<file path="src/rtl/gbe_rx_pkg.sv">
// Shared types and constants for the 1G receive port arbiter.
// Error bit positions, FSM states and a mod-to-bytes helper.
package gbe_rx_pkg;

  typedef enum logic [0:0] {
    IDLE = 1'b0,
    READ = 1'b1
  } arb_state_t;

  localparam int PKT_ERR_CRC      = 0;
  localparam int PKT_ERR_OVERSIZE = 1;
  localparam int PKT_ERR_FRAMING  = 2;

  localparam logic [2:0] MOD_FULL_WORD = 3'd0;

  // Valid bytes carried by an eop word.
  function automatic logic [3:0] mod_bytes(
    input logic [2:0] m
  );
    if (m == MOD_FULL_WORD) begin
      return 4'd8;
    end
    return {1'b0, m};
  endfunction

endpackage

</file>
<file path="src/rtl/gbe_rx_port_arb_if.sv">
// Packet FIFO side and merged stream side of the arbiter.
// master = arbiter, slave = FIFOs plus downstream sink.
interface gbe_rx_port_arb_if #(
  parameter int PORTS_CNT = 4
);

  logic [PORTS_CNT-1:0]    pkt_avail_i;
  logic [PORTS_CNT*64-1:0] pkt_data_i;
  logic [PORTS_CNT-1:0]    pkt_sop_i;
  logic [PORTS_CNT-1:0]    pkt_eop_i;
  logic [PORTS_CNT*3-1:0]  pkt_mod_i;
  logic [PORTS_CNT-1:0]    frame_crc_err_i;
  logic [PORTS_CNT-1:0]    fifo_rd_req_o;
  logic                    tr_en_fifo_full_i;
  logic [63:0]             pkt_data_o;
  logic                    pkt_sop_o;
  logic                    pkt_eop_o;
  logic [2:0]              pkt_mod_o;
  logic [2:0]              pkt_port_o;
  logic [15:0]             pkt_len_o;
  logic [2:0]              pkt_error_o;
  logic                    pkt_val_o;

  modport master (
    input  pkt_avail_i,
    input  pkt_data_i,
    input  pkt_sop_i,
    input  pkt_eop_i,
    input  pkt_mod_i,
    input  frame_crc_err_i,
    input  tr_en_fifo_full_i,
    output fifo_rd_req_o,
    output pkt_data_o,
    output pkt_sop_o,
    output pkt_eop_o,
    output pkt_mod_o,
    output pkt_port_o,
    output pkt_len_o,
    output pkt_error_o,
    output pkt_val_o
  );

  modport slave (
    output pkt_avail_i,
    output pkt_data_i,
    output pkt_sop_i,
    output pkt_eop_i,
    output pkt_mod_i,
    output frame_crc_err_i,
    output tr_en_fifo_full_i,
    input  fifo_rd_req_o,
    input  pkt_data_o,
    input  pkt_sop_o,
    input  pkt_eop_o,
    input  pkt_mod_o,
    input  pkt_port_o,
    input  pkt_len_o,
    input  pkt_error_o,
    input  pkt_val_o
  );

endinterface

</file>
<file path="src/rtl/gbe_rx_port_arb_rr_select.sv">
// Rotating priority encoder: first set request at or after ptr.
// Search wraps modulo N; found_o low when no request is set.
module rr_select #(
  parameter int N  = 4,
  parameter int IW = 3
) (
  input  logic [N-1:0]  req_i,
  input  logic [IW-1:0] ptr_i,
  output logic [IW-1:0] idx_o,
  output logic          found_o
);

  // Walk N positions from the pointer, keep the first hit.
  always_comb begin
    int p;
    p       = 0;
    idx_o   = '0;
    found_o = 1'b0;
    for (int i = 0; i < N; i++) begin
      p = int'(ptr_i) + i;
      if (p >= N) begin
        p = p - N;
      end
      if (!found_o && req_i[p]) begin
        found_o = 1'b1;
        idx_o   = IW'(p);
      end
    end
  end

endmodule

</file>
<file path="src/rtl/gbe_rx_port_arb.sv">
// Packet-granular round-robin merge of 1G receive packet FIFOs.
// Forwards whole packets, adds length and error flags on eop.
module gbe_rx_port_arb
  import gbe_rx_pkg::*;
#(
  parameter int PORTS_CNT = 4,
  parameter int MAX_LEN   = 9600
) (
  input logic              clk_sys_i,
  input logic              rst_n_i,
  gbe_rx_port_arb_if.master bus
);

  arb_state_t  state_q, state_d;
  logic [2:0]  rr_ptr_q, rr_ptr_d;
  logic [2:0]  grant_q, grant_d;
  logic [15:0] wcnt_q, wcnt_d;
  logic        ferr_q, ferr_d;

  logic [63:0] data_q, data_d;
  logic        sop_q, sop_d;
  logic        eop_q, eop_d;
  logic [2:0]  mod_q, mod_d;
  logic [2:0]  port_q, port_d;
  logic [15:0] len_q, len_d;
  logic [2:0]  err_q, err_d;
  logic        val_q, val_d;

  logic [2:0]  sel_idx;
  logic        sel_found;

  logic [63:0] h_data;
  logic        h_sop;
  logic        h_eop;
  logic [2:0]  h_mod;
  logic        h_crc;

  logic                 pop;
  logic [PORTS_CNT-1:0] rd_req;
  logic                 first;
  logic                 frame_bad;
  logic                 ferr_next;
  logic [19:0]          len_raw;
  logic [15:0]          len_sat;
  logic                 oversize;
  logic [15:0]          wcnt_inc;
  logic [2:0]           grant_nxt;

  rr_select #(
    .N  (PORTS_CNT),
    .IW (3)
  ) u_rr_select (
    .req_i   (bus.pkt_avail_i),
    .ptr_i   (rr_ptr_q),
    .idx_o   (sel_idx),
    .found_o (sel_found)
  );

  // Head word of the granted port.
  always_comb begin
    h_data = '0;
    h_sop  = 1'b0;
    h_eop  = 1'b0;
    h_mod  = '0;
    h_crc  = 1'b0;
    for (int i = 0; i < PORTS_CNT; i++) begin
      if (grant_q == 3'(i)) begin
        h_data = bus.pkt_data_i[i*64 +: 64];
        h_sop  = bus.pkt_sop_i[i];
        h_eop  = bus.pkt_eop_i[i];
        h_mod  = bus.pkt_mod_i[i*3 +: 3];
        h_crc  = bus.frame_crc_err_i[i];
      end
    end
  end

  assign pop = (state_q == READ) && !bus.tr_en_fifo_full_i;

  // One-hot pop strobe toward the granted FIFO.
  always_comb begin
    rd_req = '0;
    for (int i = 0; i < PORTS_CNT; i++) begin
      rd_req[i] = pop && (grant_q == 3'(i));
    end
  end

  assign bus.fifo_rd_req_o = rd_req;

  // Per-word length, framing and oversize evaluation.
  always_comb begin
    first     = (wcnt_q == 16'd0);
    frame_bad = first ? !h_sop : h_sop;
    ferr_next = ferr_q | frame_bad;
    len_raw   = {1'b0, wcnt_q, 3'b000} + {16'd0, mod_bytes(h_mod)};
    len_sat   = (|len_raw[19:16]) ? 16'hFFFF : len_raw[15:0];
    oversize  = (len_raw > 20'(MAX_LEN));
    wcnt_inc  = (wcnt_q == 16'hFFFF) ? wcnt_q : wcnt_q + 16'd1;
    grant_nxt = (grant_q == 3'(PORTS_CNT - 1)) ? 3'd0
                                               : grant_q + 3'd1;
  end

  // Arbitration FSM and output word register next state.
  always_comb begin
    state_d  = state_q;
    rr_ptr_d = rr_ptr_q;
    grant_d  = grant_q;
    wcnt_d   = wcnt_q;
    ferr_d   = ferr_q;
    port_d   = port_q;
    data_d   = '0;
    sop_d    = 1'b0;
    eop_d    = 1'b0;
    mod_d    = '0;
    len_d    = '0;
    err_d    = '0;
    val_d    = 1'b0;
    unique case (state_q)
      IDLE: begin
        if (sel_found) begin
          grant_d = sel_idx;
          port_d  = sel_idx;
          wcnt_d  = '0;
          ferr_d  = 1'b0;
          state_d = READ;
        end
      end
      READ: begin
        if (pop) begin
          val_d  = 1'b1;
          data_d = h_data;
          sop_d  = h_sop & first;
          eop_d  = h_eop;
          mod_d  = h_mod;
          wcnt_d = wcnt_inc;
          ferr_d = ferr_next;
          if (h_eop) begin
            len_d                   = len_sat;
            err_d[PKT_ERR_CRC]      = h_crc;
            err_d[PKT_ERR_OVERSIZE] = oversize;
            err_d[PKT_ERR_FRAMING]  = ferr_next;
            rr_ptr_d                = grant_nxt;
            state_d                 = IDLE;
          end
        end
      end
      default: begin
        state_d = IDLE;
      end
    endcase
  end

  // State and registered output word.
  always_ff @(posedge clk_sys_i or negedge rst_n_i) begin
    if (!rst_n_i) begin
      state_q  <= IDLE;
      rr_ptr_q <= '0;
      grant_q  <= '0;
      wcnt_q   <= '0;
      ferr_q   <= 1'b0;
      data_q   <= '0;
      sop_q    <= 1'b0;
      eop_q    <= 1'b0;
      mod_q    <= '0;
      port_q   <= '0;
      len_q    <= '0;
      err_q    <= '0;
      val_q    <= 1'b0;
    end else begin
      state_q  <= state_d;
      rr_ptr_q <= rr_ptr_d;
      grant_q  <= grant_d;
      wcnt_q   <= wcnt_d;
      ferr_q   <= ferr_d;
      data_q   <= data_d;
      sop_q    <= sop_d;
      eop_q    <= eop_d;
      mod_q    <= mod_d;
      port_q   <= port_d;
      len_q    <= len_d;
      err_q    <= err_d;
      val_q    <= val_d;
    end
  end

  assign bus.pkt_data_o  = data_q;
  assign bus.pkt_sop_o   = sop_q;
  assign bus.pkt_eop_o   = eop_q;
  assign bus.pkt_mod_o   = mod_q;
  assign bus.pkt_port_o  = port_q;
  assign bus.pkt_len_o   = len_q;
  assign bus.pkt_error_o = err_q;
  assign bus.pkt_val_o   = val_q;

endmodule

</file>
<file path="src/flat_wrapper.sv">
// flat-port wrapper written by rule: the top's interface ports become plain ports
module gbe_rx_port_arb_flat import gbe_rx_pkg::*;
#(
  parameter int PORTS_CNT = 4,
  parameter int MAX_LEN   = 9600
)
  (clk_sys_i, rst_n_i, bus_pkt_avail_i, bus_pkt_data_i, bus_pkt_sop_i, bus_pkt_eop_i, bus_pkt_mod_i, bus_frame_crc_err_i, bus_tr_en_fifo_full_i, bus_fifo_rd_req_o, bus_pkt_data_o, bus_pkt_sop_o, bus_pkt_eop_o, bus_pkt_mod_o, bus_pkt_port_o, bus_pkt_len_o, bus_pkt_error_o, bus_pkt_val_o);
  gbe_rx_port_arb_if #(.PORTS_CNT(PORTS_CNT)) bus_i ();
  input logic clk_sys_i;
  input logic rst_n_i;
  input wire logic [$bits(bus_i.pkt_avail_i)-1:0] bus_pkt_avail_i;
  input wire logic [$bits(bus_i.pkt_data_i)-1:0] bus_pkt_data_i;
  input wire logic [$bits(bus_i.pkt_sop_i)-1:0] bus_pkt_sop_i;
  input wire logic [$bits(bus_i.pkt_eop_i)-1:0] bus_pkt_eop_i;
  input wire logic [$bits(bus_i.pkt_mod_i)-1:0] bus_pkt_mod_i;
  input wire logic [$bits(bus_i.frame_crc_err_i)-1:0] bus_frame_crc_err_i;
  input wire logic [$bits(bus_i.tr_en_fifo_full_i)-1:0] bus_tr_en_fifo_full_i;
  output wire logic [$bits(bus_i.fifo_rd_req_o)-1:0] bus_fifo_rd_req_o;
  output wire logic [$bits(bus_i.pkt_data_o)-1:0] bus_pkt_data_o;
  output wire logic [$bits(bus_i.pkt_sop_o)-1:0] bus_pkt_sop_o;
  output wire logic [$bits(bus_i.pkt_eop_o)-1:0] bus_pkt_eop_o;
  output wire logic [$bits(bus_i.pkt_mod_o)-1:0] bus_pkt_mod_o;
  output wire logic [$bits(bus_i.pkt_port_o)-1:0] bus_pkt_port_o;
  output wire logic [$bits(bus_i.pkt_len_o)-1:0] bus_pkt_len_o;
  output wire logic [$bits(bus_i.pkt_error_o)-1:0] bus_pkt_error_o;
  output wire logic [$bits(bus_i.pkt_val_o)-1:0] bus_pkt_val_o;
  assign bus_i.pkt_avail_i = bus_pkt_avail_i;
  assign bus_i.pkt_data_i = bus_pkt_data_i;
  assign bus_i.pkt_sop_i = bus_pkt_sop_i;
  assign bus_i.pkt_eop_i = bus_pkt_eop_i;
  assign bus_i.pkt_mod_i = bus_pkt_mod_i;
  assign bus_i.frame_crc_err_i = bus_frame_crc_err_i;
  assign bus_i.tr_en_fifo_full_i = bus_tr_en_fifo_full_i;
  assign bus_fifo_rd_req_o = bus_i.fifo_rd_req_o;
  assign bus_pkt_data_o = bus_i.pkt_data_o;
  assign bus_pkt_sop_o = bus_i.pkt_sop_o;
  assign bus_pkt_eop_o = bus_i.pkt_eop_o;
  assign bus_pkt_mod_o = bus_i.pkt_mod_o;
  assign bus_pkt_port_o = bus_i.pkt_port_o;
  assign bus_pkt_len_o = bus_i.pkt_len_o;
  assign bus_pkt_error_o = bus_i.pkt_error_o;
  assign bus_pkt_val_o = bus_i.pkt_val_o;
  gbe_rx_port_arb #(.PORTS_CNT(PORTS_CNT), .MAX_LEN(MAX_LEN)) u_core (.clk_sys_i(clk_sys_i), .rst_n_i(rst_n_i), .bus(bus_i));
endmodule
</file>
<file path="config.mk">
export PLATFORM = sky130hd
export DESIGN_NAME = gbe_rx_port_arb_flat
export DESIGN_NICKNAME = d
export VERILOG_FILES = /design/src/rtl/gbe_rx_pkg.sv /design/src/rtl/gbe_rx_port_arb_if.sv /design/src/rtl/gbe_rx_port_arb_rr_select.sv /design/src/rtl/gbe_rx_port_arb.sv /design/src/flat_wrapper.sv
export SDC_FILE = /design/constraint.sdc
export NUM_CORES = 1
export LEC_CHECK = 0
export CAP_MARGIN = 20
export CORE_AREA = 4 4 146 148
export CTS_CLUSTER_DIAMETER = 60
export CTS_CLUSTER_SIZE = 12
export DETAILED_ROUTE_END_ITERATION = 8
export DIE_AREA = 0 0 150 152
export DONT_BUFFER_PORTS = 1
export PLACE_DENSITY = 0.45
export SLEW_MARGIN = 0
export SYNTH_ARGS = -nofsm -noshare
export SYNTH_HDL_FRONTEND = slang
export SYNTH_SLANG_ARGS = --single-unit
</file>
<file path="constraint.sdc">
create_clock -name clk_sys_i -period 4.6 [get_ports clk_sys_i]
set_input_delay 0.46 -clock clk_sys_i [delete_from_list [all_inputs] [get_ports clk_sys_i]]
set_output_delay 0.46 -clock clk_sys_i [all_outputs]
set_load 0.05 [all_outputs]
</file>
==> run metrics <==
Die Wd ~150 um; Cells after Synth about 770; crit end category register; most frequent cells in the layout 165 x nor2_1, 113 x dfrtp_1, 90 x a21oi_1; Vias around 5900; Layout Nets slightly above 1000; CTS tree built; DRT Wirelength approximately 25 mm; largest net degree at the start of global routing 132; htree depth 4; FILL cells 2120; grt ovf 0; Finished Core Util between 30% and 40%; share of layout cells above drive strength 1 roughly 8.8%; Area growth, synth to finish 12.5%; status finished, violations left; Avg WL per Cell about 24 um; Req. time, crit path 4.89 ns; # Post-CTS Setup Buffers 0; row count 52; CTS Buf Count 17; drt first pass iters 8; sequential element share of the synthesized area 43.5%; vias in the first global route around 6000; core area about 0.020 mm^2; CTS max path bufs 2; hold buffers post-CTS 1; fin area about 0.0073 mm^2; period utilization between 80% and 90%; Syn Nets between 1000 and 1500; crit path time final just over 4 ns; RSZ-0062 raised after global routing false; number of synthesized flops with an enable pin 0; placed cells between 900 and 1000; Yosys warnings 0; main flop type after synthesis dfrtp_1; pwr/cell area 884 mW/mm^2; post-CTS sizing 0; Syn Std Cell Area 0.00650 mm^2; Clock Sinks ~110; final setup vio count 0; Startpoint Class register; Area after DPL about 0.0067 mm^2; Leak Pwr slightly above 0.003 uW; Root Driver clkbuf_16; post-synth top area share approximately 43%; I/O pins approximately 380; starting density of the core 32.4%; post-route antenna net violation count 0; Async SR Flop Fraction between 90% and 100%; Final Hold Slack -0.0347 ns; I/O Buffers 0; first-pass GRT wire length 37.4 mm; maxcap violations 0; relative slew slack 36.1%; DIE AREA 0.0228 mm^2; DP HPWL 18.5 mm; GP Congestion approximately 0.92; worst-skew pair later-pin latency 0.43 ns; post-synth top area cell dfrtp_1; initial drt markers about 460; failing checks negative hold slack; VDD IR max 0.333 mV; synth top area cells dfrtp_1 43%, nor2_1 9.5%, a221oi_1 8.8%; Post-Syn Area per Cell about 8.4 um^2; commonest non-fill, non-tap cell in the layout nor2_1; CP Max Fanout 17; post-synthesis cell type count between 50 and 60; TNS Setup 0 ns; fin cells a little over 1000; initial antenna violation count 2; Hold Fails Final Rpt 13; Slew Limit Fails 0; Reg clk slew, reported paths 0.06 ns; Hold WC Path Type in2async; FMAX between 0.2 and 0.25 GHz; flops & latches, synth roughly 110; drt drc 0; worst slew pin tran approximately 0.96 ns; kind of critical path reg2reg; crit path DAT around 4.3 ns; Die Y-Extent around 150 um; DR vias/cell 5.80; GRT Overall Usage between 20% and 30%; Fin Clk Skew 0.0225 ns
-- cell usage after synthesis, types with 2 or more instances --
| library cell | n |
|---|---|
| nor2_1 | 165 |
| dfrtp_1 | 113 |
| a21oi_1 | 90 |
| nor3_1 | 77 |
| a221oi_1 | 65 |
| clkbuf_1 | 52 |
| nand2_1 | 30 |
| inv_1 | 17 |
| o21ai_0 | 14 |
| xnor2_1 | 14 |
| ha_1 | 11 |
| xor2_1 | 11 |
| buf_2 | 9 |
| nand3_1 | 9 |
| nand4_1 | 9 |
| nor2b_1 | 9 |
| buf_1 | 7 |
| nor4_1 | 6 |
| and3_1 | 5 |
| buf_4 | 5 |
| and2_1 | 4 |
| mux2_2 | 4 |
| mux4_2 | 4 |
| a31oi_1 | 3 |
| a32oi_1 | 3 |
| and4_1 | 2 |
| nand3_2 | 2 |
| nor4b_1 | 2 |
| o211ai_1 | 2 |
| o21bai_1 | 2 |
| o31a_1 | 2 |
| or2_2 | 2 |
-- kinds of logic after synthesis --
kind of cell / share of synthesized area (%)
AOI/OAI and AO/OA: 19.5
DFF: 43.5
adders and majority gates: 2.12
buffers and inverters: 5.83
muxes: 2.23
and+or+nand+nor: 23.4
xor gates and xnor gates: 3.37
-- sequential cells by signal, indices dropped and copies added, names as in the netlist --
name                    flops
u_core.bus.pkt_len_o       16
u_core.state_q              1
u_core.bus.pkt_mod_o        3
u_core.bus.pkt_eop_o        1
u_core.ferr_q               1
u_core.bus.pkt_error_o      3
u_core.rr_ptr_q             3
u_core.bus.pkt_data_o      64
u_core.bus.pkt_val_o        1
u_core.grant_q              3
u_core.wcnt_q              16
u_core.bus.pkt_sop_o        1
-- report_power, final --
part	total [uW]	internal, uW	switching, uW	leakage, uW
Sequential	2670	1310	1360	0.00151
Clock	1400	931	473	0.000296
Combinational	2400	858	1540	0.00122
-- critical path, cell delays in order (launching register included) --
cell     delay [ns]
dfrtp_1        0.42
inv_1          0.14
ha_1           0.38
nor2b_1        0.19
nor3_1         0.06
a32oi_1        0.29
and3_1         0.26
ha_1           0.23
ha_1           0.27
nand4_1        0.23
nor4_1         0.40
xor2_1         0.16
nor4_4         0.25
buf_4          0.25
nand3_2        0.08
o31a_1         0.29
-- layout make-up --
type                    instances  area [um^2]  share of cell area [%]
flip-flops and latches        113         2830                    38.7
well taps                     270          338                    4.62
clock inverters                10          158                    2.16
inverters                      17         63.8                   0.872
multi-input cells             567         3330                    45.5
clock buffers                  22          464                    6.35
diodes                          2         5.00                  0.0684
repair buffers                 13          130                    1.78
-- path summary, 6_finish.rpt --
kind	startpoint	to	slack (ns)	depth (start not counted)
max	u_core.grant_q[0]	u_core.bus.pkt_error_o[1]	0.55	15
min	rst_n_i	u_core.bus.pkt_data_o[59]	-0.03	1
max reg2reg	u_core.grant_q[0]	u_core.bus.pkt_error_o[1]	0.55	15
min reg2reg	u_core.rr_ptr_q[2]	u_core.rr_ptr_q[2]	0.47	1
max in group asynchronous	rst_n_i	u_core.bus.pkt_data_o[14]	4.16	1
min in group clk_sys_i	bus_pkt_data_i[237]	u_core.bus.pkt_data_o[45]	0.18	2
-- metrics by stage --
| step | setup slack, ns | power (uW) |
|---|---|---|
| global placement | 0.818 | 5040 |
| finish | 0.551 | 6470 |
| CTS | 0.630 | 6530 |
| floorplan | 0.851 | 4440 |
| detailed placement | 0.678 | 5090 |
| global route | 0.293 | 6900 |
-- layer usage --
| metal | share of wire [%] | vias to the layer above | GRT usage, % |
|---|---|---|---|
| li1 | - | 2682 | - |
| met1 | 40 | 2851 | 27.3 |
| met2 | 48 | 308 | 32.9 |
| met3 | 8.7 | 42 | 7.77 |
| met4 | 3.5 | 0 | 9.50 |
| met5 | 0 | - | 0 |
Note: power is estimated with default switching activity, not from simulation.
